File: src/rtl/etpu_dbg_pkg.sv
// etpu_dbg_pkg: shared state encoding, counter width and geometry helpers
// for the debug-output serializer.
package etpu_dbg_pkg;

    typedef enum logic [1:0] {
        ST_IDLE   = 2'd0,
        ST_SHIFT  = 2'd1,
        ST_PARITY = 2'd2
    } dbg_state_e;

    localparam int DROP_CNT_W = 8;

    // Number of LANES-wide beats needed to carry one word.
    function automatic int beats(input int word_w, input int lanes);
        return word_w / lanes;
    endfunction

    // Counter width able to index n items (never narrower than one bit).
    function automatic int ctr_w(input int n);
        return (n <= 1) ? 1 : $clog2(n);
    endfunction

    // Legal geometry: 1..8 lanes and a word that splits into whole beats.
    function automatic bit geometry_ok(input int word_w, input int lanes);
        return (lanes >= 1) && (lanes <= 8) && (word_w >= lanes) &&
               ((word_w % lanes) == 0);
    endfunction

endpackage

File: src/rtl/etpu_dbg_fifo.sv
// etpu_dbg_fifo: synchronous FIFO holding queued debug words.
// Pointers carry one extra wrap bit so full and empty are told apart
// without a separate occupancy register. Pushes while full and pops while
// empty are ignored.
module etpu_dbg_fifo #(
    parameter int WIDTH = 32,
    parameter int DEPTH = 4
) (
    input  logic                     clk,
    input  logic                     resetb,
    input  logic                     push,
    input  logic [WIDTH-1:0]         wdata,
    input  logic                     pop,
    output logic [WIDTH-1:0]         rdata,
    output logic                     full,
    output logic                     empty,
    output logic [$clog2(DEPTH):0]   count
);

    localparam int AW = $clog2(DEPTH);

    if ((DEPTH < 2) || ((DEPTH & (DEPTH - 1)) != 0)) begin : g_bad_depth
        $error("etpu_dbg_fifo: DEPTH must be a power of two and at least 2");
    end

    logic [WIDTH-1:0] mem [DEPTH];
    logic [AW:0]      wptr;
    logic [AW:0]      rptr;
    logic             push_ok;
    logic             pop_ok;

    assign empty   = (wptr == rptr);
    assign full    = (wptr[AW] != rptr[AW]) && (wptr[AW-1:0] == rptr[AW-1:0]);
    assign count   = wptr - rptr;
    assign push_ok = push && !full;
    assign pop_ok  = pop && !empty;
    assign rdata   = mem[rptr[AW-1:0]];

    // Storage array: written on accepted pushes only, no reset needed.
    always_ff @(posedge clk) begin
        if (push_ok) begin
            mem[wptr[AW-1:0]] <= wdata;
        end
    end

    // Read/write pointers; reset empties the queue.
    always_ff @(posedge clk or negedge resetb) begin
        if (!resetb) begin
            wptr <= '0;
            rptr <= '0;
        end else begin
            if (push_ok) begin
                wptr <= wptr + (AW+1)'(1);
            end
            if (pop_ok) begin
                rptr <= rptr + (AW+1)'(1);
            end
        end
    end

endmodule

File: src/rtl/etpu_dbg_serializer.sv
// etpu_dbg_serializer: queues 32-bit debug words and shifts them out
// LANES bits per cycle, LSB chunk first, framed by dbg_active/dbg_first.
// Optional feature macro: ETPU_DBG_PARITY_EN appends one parity beat per
// word (dbg_data[0] = XOR of the word, upper lanes zero).
module etpu_dbg_serializer
    import etpu_dbg_pkg::*;
#(
    parameter int WORD_W       = 32,
    parameter int LANES        = 4,
    parameter int DEPTH        = 4,
    parameter int DROP_ON_FULL = 0
) (
    input  logic                  clk,
    input  logic                  resetb,
    input  logic                  enable,
    input  logic [WORD_W-1:0]     in_data,
    input  logic                  in_valid,
    output logic                  in_ready,
    output logic                  dbg_active,
    output logic                  dbg_first,
    output logic [LANES-1:0]      dbg_data,
    output logic [DROP_CNT_W-1:0] drop_cnt
);

    localparam int BEATS = beats(WORD_W, LANES);
    localparam int BW    = ctr_w(BEATS);
    localparam int CW    = $clog2(DEPTH) + 1;

    if (!geometry_ok(WORD_W, LANES)) begin : g_bad_geometry
        $error("etpu_dbg_serializer: LANES must be 1..8 and divide WORD_W");
    end

    dbg_state_e        state;
    logic [BW-1:0]     beat;
    logic [WORD_W-1:0] sr;
    logic [WORD_W-1:0] fifo_rdata;
    logic              fifo_full;
    logic              fifo_empty;
    logic [CW-1:0]     fifo_count;
    logic              fifo_push;
    logic              at_capacity;
    logic              drop_evt;
    logic              last_beat;
    logic              slot_free;
    logic              pop;
`ifdef ETPU_DBG_PARITY_EN
    logic              par_bit;
`endif

    // Lossy mode always accepts; overflow is counted instead of refused.
    assign in_ready    = (DROP_ON_FULL != 0) ? 1'b1 : !fifo_full;
    assign at_capacity = (fifo_count == CW'(DEPTH));
    assign fifo_push   = in_valid && in_ready && !at_capacity;
    assign drop_evt    = (DROP_ON_FULL != 0) && in_valid && at_capacity;
    assign last_beat   = (beat == BW'(BEATS - 1));
    assign pop         = slot_free && !fifo_empty && enable;

    etpu_dbg_fifo #(
        .WIDTH (WORD_W),
        .DEPTH (DEPTH)
    ) u_fifo (
        .clk    (clk),
        .resetb (resetb),
        .push   (fifo_push),
        .wdata  (in_data),
        .pop    (pop),
        .rdata  (fifo_rdata),
        .full   (fifo_full),
        .empty  (fifo_empty),
        .count  (fifo_count)
    );

    // Decide whether the current cycle ends a frame so a new word may load.
    always_comb begin
        slot_free = 1'b0;
        case (state)
            ST_IDLE:   slot_free = 1'b1;
`ifdef ETPU_DBG_PARITY_EN
            ST_PARITY: slot_free = 1'b1;
`else
            ST_SHIFT:  slot_free = last_beat;
`endif
            default:   slot_free = 1'b0;
        endcase
    end

    // Frame FSM: loads the head word, walks its beats, optionally appends
    // parity. Beat 0 is presented straight from the FIFO head on the pop
    // edge, so the shift register holds only the not-yet-sent beats.
    always_ff @(posedge clk or negedge resetb) begin
        if (!resetb) begin
            state      <= ST_IDLE;
            beat       <= '0;
            sr         <= '0;
            dbg_active <= 1'b0;
            dbg_first  <= 1'b0;
            dbg_data   <= '0;
`ifdef ETPU_DBG_PARITY_EN
            par_bit    <= 1'b0;
`endif
        end else if (pop) begin
            state      <= ST_SHIFT;
            beat       <= '0;
            sr         <= fifo_rdata >> LANES;
            dbg_active <= 1'b1;
            dbg_first  <= 1'b1;
            dbg_data   <= fifo_rdata[LANES-1:0];
`ifdef ETPU_DBG_PARITY_EN
            par_bit    <= ^fifo_rdata;
`endif
        end else begin
            case (state)
                ST_SHIFT: begin
                    if (last_beat) begin
`ifdef ETPU_DBG_PARITY_EN
                        state      <= ST_PARITY;
                        dbg_active <= 1'b1;
                        dbg_first  <= 1'b0;
                        dbg_data   <= LANES'(par_bit);
`else
                        state      <= ST_IDLE;
                        dbg_active <= 1'b0;
                        dbg_first  <= 1'b0;
                        dbg_data   <= '0;
`endif
                    end else begin
                        beat      <= beat + BW'(1);
                        sr        <= sr >> LANES;
                        dbg_first <= 1'b0;
                        dbg_data  <= sr[LANES-1:0];
                    end
                end
                default: begin
                    state      <= ST_IDLE;
                    dbg_active <= 1'b0;
                    dbg_first  <= 1'b0;
                    dbg_data   <= '0;
                end
            endcase
        end
    end

    // Saturating count of words discarded in lossy mode.
    always_ff @(posedge clk or negedge resetb) begin
        if (!resetb) begin
            drop_cnt <= '0;
        end else if (drop_evt && (drop_cnt != '1)) begin
            drop_cnt <= drop_cnt + DROP_CNT_W'(1);
        end
    end

endmodule

File: config.mk
export PLATFORM = sky130hd
export DESIGN_NAME = etpu_dbg_serializer
export DESIGN_NICKNAME = d
export VERILOG_FILES = /design/src/rtl/etpu_dbg_pkg.sv /design/src/rtl/etpu_dbg_fifo.sv /design/src/rtl/etpu_dbg_serializer.sv
export SDC_FILE = /design/constraint.sdc
export NUM_CORES = 1
export LEC_CHECK = 0
export BUFFER_PORTS_ARGS = -buffer_cell sky130_fd_sc_hd__buf_2
export CAP_MARGIN = 20
export CORE_ASPECT_RATIO = 2
export CORE_MARGIN = 5
export CORE_UTILIZATION = 51
export DETAILED_ROUTE_END_ITERATION = 12
export PLACE_DENSITY_LB_ADDON = 0.15
export SLEW_MARGIN = 20
export SYNTH_ARGS = -nofsm -noshare
export SYNTH_HDL_FRONTEND = slang
export SYNTH_SLANG_ARGS = --single-unit
File: constraint.sdc
create_clock -name clk -period 4.8 [get_ports clk]
set_clock_uncertainty 0.15 [all_clocks]
set_input_delay 0.48 -clock clk [delete_from_list [all_inputs] [get_ports clk]]
set_output_delay 0.48 -clock clk [all_outputs]
set_load 0.01 [all_outputs]
* Yosys cells after proc, flatten, opt, wreduce, memory -nomap -nowiden
Memory sizes are Yosys's and may differ from the RTL's.
Index checks and enable logic that the tools add are counted.
** Cells by class
- Eq/ne operators :: 8
- Muxes and demuxes :: 19
- Reductions and logical operators :: 13
- Add/sub/neg operators :: 4
** Operators by type and width (count)
- two-way mux 32 bit :: 3
- two-way mux 4 bit :: 3
- adder 3 x 1 -> 3 bit, second input constant :: 3
- two-way mux 3 bit :: 3
- logical AND 1 bit :: 7
- == test 3 bit, second input constant :: 2
- two-way mux 1 bit :: 6
- two-way mux 2 bit :: 3
- == test 3 bit :: 1
- zero test 1 bit :: 3
- inequality test 3 x 2 -> 1 bit, second input constant :: 1
- subtractor 3 bit :: 1
- == test 2 x 1 -> 1 bit, second input constant :: 1
- == test 2 bit :: 1
- zero test 2 bit :: 1
- inequality test 2 x 1 -> 1 bit, second input constant :: 1
- case mux 1 bit (2 select lines) :: 1
- AND reduction 2 bit :: 1
- nonzero test 2 bit :: 1
- inequality test 1 bit :: 1
** Word-level totals
- Flip-flop bits (word level) :: 49
- Memories kept :: 1
- Word-level logic and storage cells :: 53
- Memory bits (writable) :: 128
- Output and inout bits :: 15
** Memory list
- u_fifo.mem :: depth 4, width 32, rd ports 1, clocked after memory_dff 0, wr ports 1, RTL line etpu_dbg_fifo.sv:26 : logic [WIDTH-1:0] mem [DEPTH];

* Logic depth before layout (Yosys ltp)
- Depth in word-level cells :: 8
- Depth in mapped cells :: 9
- Gate-level depth less buffers :: 6

* Hierarchy
Synthesis repeated with hierarchy kept, for this count alone.
** Second synthesis, totals
- Cell total of the unflattened synthesis :: 400
- Area total of the unflattened synthesis :: 6751.5 sq um
** By module, submodules not included
- etpu_dbg_fifo :: times used 1, area an instance 5079.9 sq um, cells each 213, sequential area each 3993.8 sq um
- etpu_dbg_serializer :: times used 1, area an instance 1671.6 sq um, cells each 187, sequential area each 925.9 sq um

* Least setup slack after synthesis
No wires, ideal clock.
- Kind :: flip-flop to flip-flop
- Start :: register u_fifo.rptr[1]
- End :: memory u_fifo.mem[1][0], enable pin
- Arrival :: 2.311 ns
- Buffers on the path :: 2
- Setup time :: 0.392 ns
- Setup slack :: 1.946 ns
- Stages on the path, launching flop included :: 8
- Required time :: 4.258 ns
- Clock period less this slack :: 2.854 ns
- Path through :: dfrtp_1 > clkbuf_1 > buf_2 > inv_1 > ha_1 > nand2_1 > o21bai_2 > and3_1
** On the way
- Word-level cells in the longest chain between the ends :: 8
** RTL lines
- start, declared :: RTL line etpu_dbg_fifo.sv:28 : logic [AW:0] rptr;
- start signal, assigned :: RTL line etpu_dbg_fifo.sv:56 : rptr <= rptr + (AW+1)'(1);
- parallel branches: the longest is 5 deep, another holds subtractor 3 bit
- logical AND 1 bit (*) :: RTL line etpu_dbg_fifo.sv:35 : assign push_ok = push && !full;
- two-way mux 1 bit (*) :: RTL line etpu_dbg_fifo.sv:41 : if (push_ok) begin
- two-way mux 1 bit (implied by the code) (*) :: RTL line etpu_dbg_fifo.sv:42 : mem[wptr[AW-1:0]] <= wdata;
- end, declared :: RTL line etpu_dbg_fifo.sv:26
Mark *: on every way between the ends.

* Worst setup path in the final report
- Start :: register u_fifo.wptr[0]
- End :: memory u_fifo.mem[1][23], enable pin
** On the way
- Word-level cells in the longest chain between the ends :: 8
** RTL lines
- start, declared :: RTL line etpu_dbg_fifo.sv:27 : logic [AW:0] wptr;
- start signal, assigned :: RTL line etpu_dbg_fifo.sv:53 : wptr <= wptr + (AW+1)'(1);
- parallel branches: the longest is 8 deep, another holds subtractor 3 bit
Parallel ways; which one is timed is not known.

==> out/metrics.cfg <==
[logic_synthesis]
ys_seq_area_share_pct = 72.3
synth-simple-area-share_pct = 5.04
synth_top_family_by_area = multiplexers
synth_seq_cells = 171
ys_warn_count = 0
synthMuxAreaShare_pct = 10.6
synth_area_um2 = 6800
netlist_instances = 390
synth_compound_area_share_pct = 6.07
ys_types = 34
synth-xor-area-share_pct = 0.754
postSynthAreaPerCell_um2 = 17.4
synthAdderAreaFrac_pct = 1.66

[setup_path]
ff2ff_setup_slack_ps = 2450
end_kind = flip-flop
regToRegStartpoint = u_fifo.wptr[0]
crit_family = buffers and inverters
rr_endpoint = u_fifo.mem[1][23]
start_kind = flip-flop
crit_required_ps = 4690
worstSetupPathDepth = 6
worstSetupPathType = reg -> reg
worstPathArrival_ps = 2240
critPathBufInv = 2
crit_slowest_cell = buf_4
critPathMaxFanout = 32
r2r_cells = 6
cpPeakStageDelay_ps = 450
path_cells = inv_1 > ha_1 > nand2_1 > o21bai_2 > and3_1 > buf_4

[clocking]
cts_tree = built
post_cts_buffers = 0
h-tree-depth = 4
clk_latency_ps = 410
root_buffer = clkbuf_16
numClockSinks = 171
clk_pin_slew_worst_paths_ps = 60
clockBufferDepth = 2
cts_made_buffers = 17

[timing]
hold_viol = 0
timing.fmax_ghz = 0.426
worstMarginPinSlew_ps = 968
relSlewSlack_pct = 35.2
worst_hold_slack_ps = 129
tns_ps = 0
finalSetupViolations = 0
period_minus_slack_ps = 2350
timing.final.crit_share_pct = 48.9
maxSlewViolCount = 0
rsz0062_at_grt = false

[floorplanning]
dieArea_um2 = 15900
fp.coreArea_um2 = 13100
chipHeight_um = 173
fp-row-count = 59
die_w_um = 91.7
num_io_pins = 51
start_util_pct = 52.1

[finish]
drive_gt1_share_pct = 30.8
antenna_cells = 0
final_util_pct = 58.7
area_growth_pct = 12.7
mostFrequentLayoutCells = 128 x edfxtp_1, 42 x dfrtp_1, 41 x buf_2
fillers = 1014
final_common_cell = edfxtp_1
nets = 481
final_area_um2 = 7670

[placed_design]
gp_congestion = 0.755
dpl-instance-area_um2 = 7050
dp_hpwl_um = 7000
io_buffers = 42

[hold_path]
hold_class = in -> reg
hold-path-cell-count = 1
min-delay-start = in_data[9]
worstHoldEndpoint = u_fifo.mem[0][9]

[global_routing]
grt_overflow = 0
antenna_found_initial = 0
grt_first_pass_wirelength_um = 19500
grt_pass1_vias = 3656
grt_max_degree = 44
track_usage_pct = 16.2

[route]
route.detailed.wl_per_inst_um = 19.9
drc_errors = 0
vias = 3308
vias_per_cell = 5.51
ant_nets = 0
drt-initial-drc-count = 177
first_pass_iters = 4
routed_wl_um = 12000

[power]
powerDensity_nw_per_um2 = 675
swShare_pct = 31.7
switching_power_uw = 1640
internal-power_uw = 3530
vdd_drop_max_mv = 0.316
finalPower_uw = 5170
clkPwrFrac_pct = 26.7
cellLeakagePower_uw = 0.00280
combPwrFrac_pct = 30.7
power_frac_seq_pct = 42.6

[outcome]
status = finished clean

[job]
maxCapViolations = 0

==> repair_timing <==
| action | 4_1_cts | 5_1_grt |
|---|---|---|
| hold endpoints to repair | 0 | 43 |
| resized for setup | 0 | 0 |
| hold buffers | 0 | 1 |
==> power groups by stage <==
stage / registers, uW / clock network (uW) / logic [uW]
finish: 2200 / 1380 / 1590
CTS: 2210 / 1410 / 1640
global route: 2230 / 1470 / 1770
detailed placement: 2230 / 0 / 1630
floorplan: 2190 / 0 / 1290
global placement: 2210 / 0 / 1600
==> cell usage after synthesis (all sizes together) <==
master	number	area, um^2
conb	1	3.75
o21bai	1	11.3
nand2b	1	6.26
inv	3	11.3
mux4	32	721
edfxtp	128	3840
nand2	39	166
nor2b	2	12.5
dfrtp	43	1080
xor2	3	33.8
o22ai	1	6.26
nor2	25	101
and3	4	30.0
a22o	4	35.0
o21a	1	15.0
clkbuf	4	15.0
ha	9	113
a21oi	52	309
and2	1	6.26
o21ai	5	36.3
xnor2	2	17.5
buf	25	214
nand3	4	20.0
==> cell families (layout without fill, tap and decap cells) <==
family / Yosys count / in the layout
xor gates and xnor gates: 5 / 5
other: 1 / 8
muxes: 32 / 32
and+or+nand+nor: 76 / 76
DFF: 171 / 171
adders and majority gates: 9 / 9
buffers and inverters: 32 / 83
AOI/OAI and AO/OA: 64 / 64
==> flip-flops by register name (all words and copies together) (netlist names) <==
signal       flops
u_fifo.mem     128
sr              28
dbg_data         4
beat             3
u_fifo.rptr      3
u_fifo.wptr      3
dbg_active       1
dbg_first        1
==> worst reg2reg max path: stages, from the launching register on <==
cell	delay, ps
dfrtp_1	400
inv_1	150
ha_1	260
nand2_1	170
o21bai_2	190
and3_1	190
buf_4	450
==> cell type report <==
| cell class | instances | area (um^2) | share of cell area, % |
|---|---|---|---|
| sequential | 171 | 4920 | 64.2 |
| clock buffer | 22 | 464 | 6.05 |
| multi-input combinational | 194 | 1680 | 21.9 |
| inverter | 3 | 11.3 | 0.147 |
| clock inverter | 9 | 138 | 1.80 |
| tap | 152 | 190 | 2.48 |
| timing repair buffer | 49 | 268 | 3.49 |
==> how the worst max path moves through the flow <==
stage / startpoint / end / slack (ps)
3_5_place_dp: u_fifo.wptr[0] / u_fifo.mem[1][18] / 2440
2_1_floorplan: u_fifo.rptr[1] / u_fifo.mem[1][0] / 1950
5_1_grt: u_fifo.wptr[0] / sr[8] / 2290
3_3_place_gp: u_fifo.wptr[0] / u_fifo.mem[2][18] / 2520
6_report: u_fifo.wptr[0] / u_fifo.mem[1][23] / 2450
4_1_cts: u_fifo.wptr[0] / u_fifo.mem[1][23] / 2430
==> layer usage <==
layer | wire length [um] | part of all wire (%) | global-route usage, % | vias to the layer above
li1 | - | - | - | 1547
met2 | 6620 | 55 | 28.5 | 48
met4 | 182 | 1.5 | 6.17 | 0
met1 | 4920 | 41 | 19.5 | 1701
met5 | 0 | 0 | 0 | -
met3 | 234 | 2.0 | 2.95 | 12
==> per-stage QoR <==
stage	worst slack [ps]	std cells
2_1_floorplan	1950	397
3_3_place_gp	2520	568
3_5_place_dp	2440	568
4_1_cts	2430	599
5_1_grt	2290	600
6_report	2450	600
No activity file was read; power rests on OpenSTA's default activity.
